==> config.mk <==
export PLATFORM = sky130hd
export DESIGN_NAME = regfile_mp_flat
export DESIGN_NICKNAME = d
export VERILOG_FILES = /design/src/rtl/rf_pkg.sv /design/src/rtl/regfile_mp_if.sv /design/src/rtl/rf_scoreboard.sv /design/src/rtl/regfile_mp.sv /design/src/flat_wrapper.sv
export SDC_FILE = /design/constraint.sdc
export NUM_CORES = 2
export LEC_CHECK = 0
export BUFFER_PORTS_ARGS = -buffer_cell sky130_fd_sc_hd__buf_4
export CAP_MARGIN = 20
export CORE_ASPECT_RATIO = 1.4
export CORE_MARGIN = 5
export CORE_UTILIZATION = 48
export CTS_BUF_LIST = sky130_fd_sc_hd__clkbuf_16
export CTS_CLUSTER_DIAMETER = 200
export CTS_CLUSTER_SIZE = 14
export DETAILED_ROUTE_END_ITERATION = 10
export PLACE_DENSITY = 0.68
export SLEW_MARGIN = 25
export SYNTH_ARGS = -nofsm -noshare
export SYNTH_HDL_FRONTEND = slang
export SYNTH_SLANG_ARGS = --single-unit
==> constraint.sdc <==
create_clock -name iCLK -period 11.8 [get_ports iCLK]
set_clock_uncertainty 0.05 [all_clocks]
set_input_delay 2.36 -clock iCLK [delete_from_list [all_inputs] [get_ports iCLK]]
set_output_delay 2.36 -clock iCLK [all_outputs]
set_load 0.01 [all_outputs]
==> src/rtl/rf_pkg.sv <==
// Shared definitions for the integer register file, decode and writeback.
// Purpose : address-width helper, dump FSM state encoding, default sizes.
// Ports   : none (package).
package rf_pkg;

    // Default architectural sizes shared by decode, regfile and writeback.
    localparam int XLEN_DEF = 32;
    localparam int NREG_DEF = 32;
    localparam int NRD_DEF  = 2;

    // Register index width. Clamped to 1 so a degenerate NREG still
    // produces a legal vector width.
    function automatic int rfAddrW(input int nreg);
        return (nreg > 1) ? $clog2(nreg) : 1;
    endfunction

    // Dump sequencer states.
    typedef enum logic {
        DUMP_IDLE = 1'b0,
        DUMP_RUN  = 1'b1
    } dumpState_t;

endpackage

==> src/rtl/regfile_mp_if.sv <==
// Register file bus: read ports, writeback, issue and dump stream.
// Ports   : master = decode/writeback/debug side, slave = register file.
// Widths  : AW = rfAddrW(NREG); read ports packed, port k at [k*W +: W].
interface regfile_mp_if #(
    parameter int XLEN = rf_pkg::XLEN_DEF,
    parameter int NREG = rf_pkg::NREG_DEF,
    parameter int NRD  = rf_pkg::NRD_DEF
);
    import rf_pkg::*;

    localparam int AW = rfAddrW(NREG);

    // Read ports
    logic [NRD*AW-1:0]   iRS_ADDR;
    logic [NRD*XLEN-1:0] oRS_DATA;
    logic [NRD-1:0]      oRS_BUSY;
    // Writeback
    logic                iWE;
    logic [AW-1:0]       iWR_ADDR;
    logic [XLEN-1:0]     iWR_DATA;
    // Issue
    logic                iISSUE;
    logic [AW-1:0]       iISSUE_RD;
    // Dump stream
    logic                iDUMP_REQ;
    logic                oDUMP_VALID;
    logic [AW-1:0]       oDUMP_IDX;
    logic [XLEN-1:0]     oDUMP_DATA;
    logic                oDUMP_DONE;

    modport master (
        output iRS_ADDR, iWE, iWR_ADDR, iWR_DATA, iISSUE, iISSUE_RD, iDUMP_REQ,
        input  oRS_DATA, oRS_BUSY, oDUMP_VALID, oDUMP_IDX, oDUMP_DATA, oDUMP_DONE
    );

    modport slave (
        input  iRS_ADDR, iWE, iWR_ADDR, iWR_DATA, iISSUE, iISSUE_RD, iDUMP_REQ,
        output oRS_DATA, oRS_BUSY, oDUMP_VALID, oDUMP_IDX, oDUMP_DATA, oDUMP_DONE
    );

endinterface

==> src/rtl/rf_scoreboard.sv <==
// Per-register busy scoreboard for pipelined issue.
// Ports : iCLK/iRST, writeback clear (iWE/iWR_ADDR), issue set (iISSUE/iISSUE_RD),
//         packed read addresses in, per-port busy flags out (combinational).
module rf_scoreboard #(
    parameter int NREG     = rf_pkg::NREG_DEF,
    parameter int NRD      = rf_pkg::NRD_DEF,
    parameter int ZERO_REG = 1,
    parameter int BYPASS   = 1,
    parameter int AW       = rf_pkg::rfAddrW(NREG)
) (
    input  logic              iCLK,
    input  logic              iRST,
    input  logic              iWE,
    input  logic [AW-1:0]     iWR_ADDR,
    input  logic              iISSUE,
    input  logic [AW-1:0]     iISSUE_RD,
    input  logic [NRD*AW-1:0] iRS_ADDR,
    output logic [NRD-1:0]    oRS_BUSY
);
    import rf_pkg::*;

    logic [NREG-1:0] busyQ;
    logic [NREG-1:0] busyD;

    // Clear first, then set: an issue to the register being written
    // back in the same cycle is a new producer and must stay busy.
    always_comb begin
        busyD = busyQ;
        if (iWE) begin
            busyD[iWR_ADDR] = 1'b0;
        end
        if (iISSUE && !(ZERO_REG != 0 && iISSUE_RD == '0)) begin
            busyD[iISSUE_RD] = 1'b1;
        end
    end

    always_ff @(posedge iCLK) begin
        if (iRST) begin
            busyQ <= '0;
        end else begin
            busyQ <= busyD;
        end
    end

    // A source being written this cycle gets its value from the bypass,
    // so it is not reported as stalled.
    always_comb begin
        oRS_BUSY = '0;
        for (int k = 0; k < NRD; k++) begin
            if (BYPASS != 0 && iWE && iWR_ADDR == iRS_ADDR[k*AW +: AW]) begin
                oRS_BUSY[k] = 1'b0;
            end else begin
                oRS_BUSY[k] = busyQ[iRS_ADDR[k*AW +: AW]];
            end
        end
    end

endmodule

==> src/rtl/regfile_mp.sv <==
// Multi-read-port integer register file with write bypass, busy scoreboard
// and a hardware dump sequencer streaming every register once per request.
// Ports : iCLK, iRST (sync, active high), bus (regfile_mp_if.slave).
module regfile_mp #(
    parameter int XLEN     = rf_pkg::XLEN_DEF,
    parameter int NREG     = rf_pkg::NREG_DEF,
    parameter int NRD      = rf_pkg::NRD_DEF,
    parameter int ZERO_REG = 1,
    parameter int BYPASS   = 1
) (
    input  logic         iCLK,
    input  logic         iRST,
    regfile_mp_if.slave  bus
);
    import rf_pkg::*;

    localparam int AW = rfAddrW(NREG);
    localparam logic [AW-1:0] LAST_IDX = AW'(NREG - 1);

    // ---------------------------------------------------------------
    // Storage
    // ---------------------------------------------------------------
    logic [XLEN-1:0] regs [NREG];
    logic            wrEn;

    assign wrEn = bus.iWE && !(ZERO_REG != 0 && bus.iWR_ADDR == '0);

    always_ff @(posedge iCLK) begin
        if (iRST) begin
            for (int i = 0; i < NREG; i++) begin
                regs[i] <= '0;
            end
        end else if (wrEn) begin
            regs[bus.iWR_ADDR] <= bus.iWR_DATA;
        end
    end

    // ---------------------------------------------------------------
    // Read ports: hardwired zero beats bypass, bypass beats storage.
    // ---------------------------------------------------------------
    logic [NRD*XLEN-1:0] rsData;

    always_comb begin
        rsData = '0;
        for (int k = 0; k < NRD; k++) begin
            if (ZERO_REG != 0 && bus.iRS_ADDR[k*AW +: AW] == '0) begin
                rsData[k*XLEN +: XLEN] = '0;
            end else if (BYPASS != 0 && bus.iWE && bus.iWR_ADDR == bus.iRS_ADDR[k*AW +: AW]) begin
                rsData[k*XLEN +: XLEN] = bus.iWR_DATA;
            end else begin
                rsData[k*XLEN +: XLEN] = regs[bus.iRS_ADDR[k*AW +: AW]];
            end
        end
    end

    assign bus.oRS_DATA = rsData;

    // ---------------------------------------------------------------
    // Busy scoreboard
    // ---------------------------------------------------------------
    logic [NRD-1:0] rsBusy;

    rf_scoreboard #(
        .NREG     (NREG),
        .NRD      (NRD),
        .ZERO_REG (ZERO_REG),
        .BYPASS   (BYPASS),
        .AW       (AW)
    ) uScoreboard (
        .iCLK      (iCLK),
        .iRST      (iRST),
        .iWE       (bus.iWE),
        .iWR_ADDR  (bus.iWR_ADDR),
        .iISSUE    (bus.iISSUE),
        .iISSUE_RD (bus.iISSUE_RD),
        .iRS_ADDR  (bus.iRS_ADDR),
        .oRS_BUSY  (rsBusy)
    );

    assign bus.oRS_BUSY = rsBusy;

    // ---------------------------------------------------------------
    // Dump sequencer
    // ---------------------------------------------------------------
    dumpState_t      stateQ, stateD;
    logic [AW-1:0]   idxQ, idxD;
    logic            dumpValid;
    logic [AW-1:0]   dumpIdx;
    logic [XLEN-1:0] dumpData;
    logic            dumpDone;

    always_ff @(posedge iCLK) begin
        if (iRST) begin
            stateQ <= DUMP_IDLE;
            idxQ   <= '0;
        end else begin
            stateQ <= stateD;
            idxQ   <= idxD;
        end
    end

    // Requests are only looked at in IDLE; one arriving on the final
    // beat is dropped and must be re-asserted.
    always_comb begin
        stateD = stateQ;
        idxD   = idxQ;
        case (stateQ)
            DUMP_IDLE: begin
                if (bus.iDUMP_REQ) begin
                    stateD = DUMP_RUN;
                    idxD   = '0;
                end
            end
            DUMP_RUN: begin
                if (idxQ == LAST_IDX) begin
                    stateD = DUMP_IDLE;
                    idxD   = '0;
                end else begin
                    idxD = idxQ + AW'(1);
                end
            end
            default: begin
                stateD = DUMP_IDLE;
                idxD   = '0;
            end
        endcase
    end

    // Beat data is the stored (pre-edge) value; the bypass is not applied,
    // so a write racing a beat shows up only in later read traffic.
    always_comb begin
        dumpValid = 1'b0;
        dumpIdx   = '0;
        dumpData  = '0;
        dumpDone  = 1'b0;
        if (stateQ == DUMP_RUN) begin
            dumpValid = 1'b1;
            dumpIdx   = idxQ;
            dumpData  = regs[idxQ];
            dumpDone  = (idxQ == LAST_IDX);
        end
    end

    assign bus.oDUMP_VALID = dumpValid;
    assign bus.oDUMP_IDX   = dumpIdx;
    assign bus.oDUMP_DATA  = dumpData;
    assign bus.oDUMP_DONE  = dumpDone;

endmodule

==> src/flat_wrapper.sv <==
// flat-port wrapper written by rule: the top's interface ports become plain ports
module regfile_mp_flat import rf_pkg::*;
#(
    parameter int XLEN     = rf_pkg::XLEN_DEF,
    parameter int NREG     = rf_pkg::NREG_DEF,
    parameter int NRD      = rf_pkg::NRD_DEF,
    parameter int ZERO_REG = 1,
    parameter int BYPASS   = 1
)
  (iCLK, iRST, bus_iRS_ADDR, bus_iWE, bus_iWR_ADDR, bus_iWR_DATA, bus_iISSUE, bus_iISSUE_RD, bus_iDUMP_REQ, bus_oRS_DATA, bus_oRS_BUSY, bus_oDUMP_VALID, bus_oDUMP_IDX, bus_oDUMP_DATA, bus_oDUMP_DONE);
  regfile_mp_if #(.XLEN(XLEN), .NREG(NREG), .NRD(NRD)) bus_i ();
  input  logic iCLK;
  input  logic iRST;
  input wire logic [$bits(bus_i.iRS_ADDR)-1:0] bus_iRS_ADDR;
  input wire logic [$bits(bus_i.iWE)-1:0] bus_iWE;
  input wire logic [$bits(bus_i.iWR_ADDR)-1:0] bus_iWR_ADDR;
  input wire logic [$bits(bus_i.iWR_DATA)-1:0] bus_iWR_DATA;
  input wire logic [$bits(bus_i.iISSUE)-1:0] bus_iISSUE;
  input wire logic [$bits(bus_i.iISSUE_RD)-1:0] bus_iISSUE_RD;
  input wire logic [$bits(bus_i.iDUMP_REQ)-1:0] bus_iDUMP_REQ;
  output wire logic [$bits(bus_i.oRS_DATA)-1:0] bus_oRS_DATA;
  output wire logic [$bits(bus_i.oRS_BUSY)-1:0] bus_oRS_BUSY;
  output wire logic [$bits(bus_i.oDUMP_VALID)-1:0] bus_oDUMP_VALID;
  output wire logic [$bits(bus_i.oDUMP_IDX)-1:0] bus_oDUMP_IDX;
  output wire logic [$bits(bus_i.oDUMP_DATA)-1:0] bus_oDUMP_DATA;
  output wire logic [$bits(bus_i.oDUMP_DONE)-1:0] bus_oDUMP_DONE;
  assign bus_i.iRS_ADDR = bus_iRS_ADDR;
  assign bus_i.iWE = bus_iWE;
  assign bus_i.iWR_ADDR = bus_iWR_ADDR;
  assign bus_i.iWR_DATA = bus_iWR_DATA;
  assign bus_i.iISSUE = bus_iISSUE;
  assign bus_i.iISSUE_RD = bus_iISSUE_RD;
  assign bus_i.iDUMP_REQ = bus_iDUMP_REQ;
  assign bus_oRS_DATA = bus_i.oRS_DATA;
  assign bus_oRS_BUSY = bus_i.oRS_BUSY;
  assign bus_oDUMP_VALID = bus_i.oDUMP_VALID;
  assign bus_oDUMP_IDX = bus_i.oDUMP_IDX;
  assign bus_oDUMP_DATA = bus_i.oDUMP_DATA;
  assign bus_oDUMP_DONE = bus_i.oDUMP_DONE;
  regfile_mp #(.XLEN(XLEN), .NREG(NREG), .NRD(NRD), .ZERO_REG(ZERO_REG), .BYPASS(BYPASS)) u_core (.iCLK(iCLK), .iRST(iRST), .bus(bus_i));
endmodule
==> flow_results.org <==
** Route
- The count of nets left with antenna violations once routing finished came out at 0.
- For this block, wires on met1 add up to 84,000 um.
- Dividing the detail-routed via count by the number of cells gives 7.61.
- Detailed-route DRC error count :: 0
- Dividing the detail-routed wire length by the instance count gives around 43 um.
- Wires add up to around 270,000 um.
- Total length of routed met2 wires :: roughly 120,000 um
- First-pass detailed-route iteration total :: 9
- After detailed routing, the met3 layer carries 40,300 um of wire.
- Routed signal wires occupy layers up through met5.
- Initial detailed-routing violation count :: roughly 10,000
- Routed vias :: 48,100

** Pwr
- Summed over all cells, the static leakage comes to between 20 and 25 nW.
- IR analysis of the VDD net gives a maximum drop of 0.0000960 V.
- Power spread over the standard cell area amounts to roughly 120 nW/um^2.
- Total power after layout :: just under 9 mW

** Layout
- Filler Cell Count :: between 10,000 and 15,000
- Relative to the synthesized area, the layout overhead comes to 8.40%.
- Fin nets :: 4,537
- In the final layout, the share of cells above drive strength 1 is 0.262.
- Excluding fillers, the count of instances in the completed layout stands at 6,322.

** Clock tree
- Post-CTS Setup Repair Bufs :: 0
- Hold repair after CTS inserted 0 buffers.
- After clock tree synthesis, the clock-pin slew on the worst setup and hold paths is around 70 ps.
- Clock tree from TritonCTS :: built
- In this run, CTS created clock tree buffers numbering 86.
- The tree is rooted in a clkbuf_16.
- Maximum root-to-sink buffer count :: 3
- Number of sinks driven by the clock tree :: approximately 1,100
- The later pin in the worst-skew pair is clocked with a latency of 730 ps.
- Deepest level of the CTS H-tree :: 3
- Resized cells post-CTS :: 0

** Placement
- Placed Instances :: between 6,000 and 7,000
- The count of buffers added on input and output ports is approximately 160.
- Routability-driven placement finished with a final weighted congestion of about 0.95.
- HPWL after DPL :: about 150,000 um

** Synth
- After synthesis the cells add up to 65,500 um^2.
- Top cells by area, synth :: edfxtp_1 (47%), mux4_2 (23%), and2_1 (9.6%)
- In the synthesized netlist, the number of instances is 4,581.
- Post-synth top area share :: 0.469
- Each instance of the synthesized netlist takes up on average approximately 14 um^2.
- In the post-synthesis netlist, the cell with the most instances is edfxtp_1.
- Top cell types by occurrence after synthesis :: edfxtp_1 (1,024), and2_1 (1,005), mux4_2 (679), mux2i_1 (391), clkbuf_1 (349)
- In the synthesized netlist the async set-or-reset flop fraction comes to 0.
- Sequential element share of the synthesized area :: 0.482
- Number of flip-flops and latches in the synthesized netlist :: 1,067
- The most used flip-flop cell after synthesis is edfxtp_1.
- EDFF count, synth :: ~1,000
- Total number of yosys warnings :: 0
- Of all cell types, the one taking the most synthesized area is edfxtp_1.
- The netlist uses between 50 and 60 different library cells.

** Worst hold path
- In this run the worst hold path is classified as flip-flop to flip-flop.

** Critical path
- Arrival time at the worst endpoint :: roughly 6300 ps
- Of all nets on the critical path, the largest fanout is 64.
- The critical path is of the primary input to output pin type.
- At the worst endpoint, the required time is roughly 9400 ps.
- Critical Path Sink Type :: output pin
- STA classifies the critical path startpoint as a primary input.

** Status
- Status :: complete, no violations

** Timing
- Static timing analysis puts the maximum clock frequency at 115 MHz.
- Worst-margin pin slew :: approximately 1200 ps
- Setup violations remaining at the end of the flow were counted as 0.
- In the final timing run, aggregate negative setup slack is 0 ps.
- Setup repair after global routing left no endpoint under its margin.
- Headroom to the max-slew limit came out at 0.175.
- Count of final hold-check violations :: 0
- Of the available clock period, the critical path in the final layout requires 0.740.
- The clock period could shrink to approximately 8700 ps.
- Worst hold slack across all endpoints :: roughly 440 ps
- Final-report max-slew violation count :: 0

** Die
- The die covers 144,000 um^2.
- In this run the standard cell core region covers approximately 140,000 um^2.
- For this configuration, the core starts out at a cell density of 0.483.
- Site Rows :: 160
- Die X-Extent :: 322 um
- Die Ht :: ~450 um
- 162 I/O pins were placed.

** Global routing
- In the global route stage, overall resource usage came out at 0.368.
- The number of global-route vias before repair came to between 40,000 and 50,000.
- Maximum number of pins on one net before global-route repair :: ~140
- The initial antenna violation count came to 42.
- The total overflow left after global routing is 0.
- Global-route wire length before repair :: 367,000 um

** Run
- Max-cap violations in this run came to 0.
[layout make-up]
cell class | instances | area [um^2] | area share
Antenna cell | 32 | 80.1 | 0.00113
Clock buffer | 87 | 2180 | 0.0306
Clock inverter | 31 | 196 | 0.00277
Inverter | 5 | 18.8 | 0.000264
Multi-Input combinational cell | 3015 | 32300 | 0.454
Sequential cell | 1067 | 31600 | 0.445
Tap cell | 1782 | 2230 | 0.0314
Timing Repair Buffer | 303 | 2430 | 0.0342
[sequential cells by signal, summed over array words and instances, names as in the netlist, named ones only]
register                  count
u_core.uScoreboard.busyQ     32
u_core.idxQ                   5
u_core.regs                1024
u_core.stateQ                 1
[critical path, stage by stage]
cell	delay, ps
buf_8	540
buf_4	800
buf_4	890
mux4_2	610
mux2i_1	170
o221ai_1	130
o221a_1	380
buf_4	180
[worst paths after layout]
| check | startpoint | endpoint | slack [ps] | cells past startpoint |
|---|---|---|---|---|
| setup / recovery | bus_iRS_ADDR[0] | bus_oRS_DATA[16] | 3070 | 8 |
| hold / removal | u_core.uScoreboard.busyQ[0]$_SDFF_PP0_ | u_core.uScoreboard.busyQ[0]$_SDFF_PP0_ | 440 | 1 |
| setup reg to reg | u_core.idxQ[0]$_SDFFE_PP0N_ | flip-flop | 10010 | 7 |
| hold reg to reg | u_core.uScoreboard.busyQ[0]$_SDFF_PP0_ | u_core.uScoreboard.busyQ[0]$_SDFF_PP0_ | 440 | 1 |
[cells by family after synthesis]
family,synth area share
AO/OA/AOI/OAI,0.0634
XOR/XNOR,0.00134
adder cells (fa/ha/maj),0.000382
buffers and inverters,0.0379
flip-flops,0.482
multiplexers,0.296
other,0.0000572
AND/OR/NAND/NOR,0.118
[per-layer routing]
layer  up-vias  global-route usage
li1      17800                   -
met1     24100               0.446
met2      4966               0.545
met3      1275               0.117
met4        22               0.292
met5         -             0.00274
[per-stage QoR]
step            util  area (um^2)  setup WS, ps
2_1_floorplan      -        65700          5250
3_3_place_gp   0.505        68500          3140
3_5_place_dp   0.505        68600          3130
4_1_cts        0.523        70900          3140
5_1_grt        0.523        71000          2930
6_report       0.523        71000          3070
[power breakdown]
group | internal (mW) | switching [mW] | total [mW]
Combinational | 0.644 | 0.927 | 1.57
Sequential | 4.35 | 0.159 | 4.51
Clock | 1.33 | 1.44 | 2.77
[placed cells by master, fill, tap and decap left out, types with 8 or more instances in the layout]
cell type     n
edfxtp_1   1024
and2_1     1003
mux4_2      679
mux2i_1     391
buf_4       286
a22oi_1     210
nand2_1      98
clkbuf_16    87
a21oi_1      68
a22o_1       58
nand3_1      57
o21ai_0      54
dfxtp_1      39
nor2_4       34
diode_2      32
o221a_1      32
conb_1       32
o21ai_4      30
nor2_1       29
inv_1        28
o211ai_1     24
mux2_1       17
a2111oi_0    17
a31oi_1      15
a211oi_1     13
o22ai_1      11
a221o_1      11
o2bb2ai_1    10
buf_12        9
xor2_1        8
or4_1         8
nand3b_1      8
(Power assumes the default switching activity.)
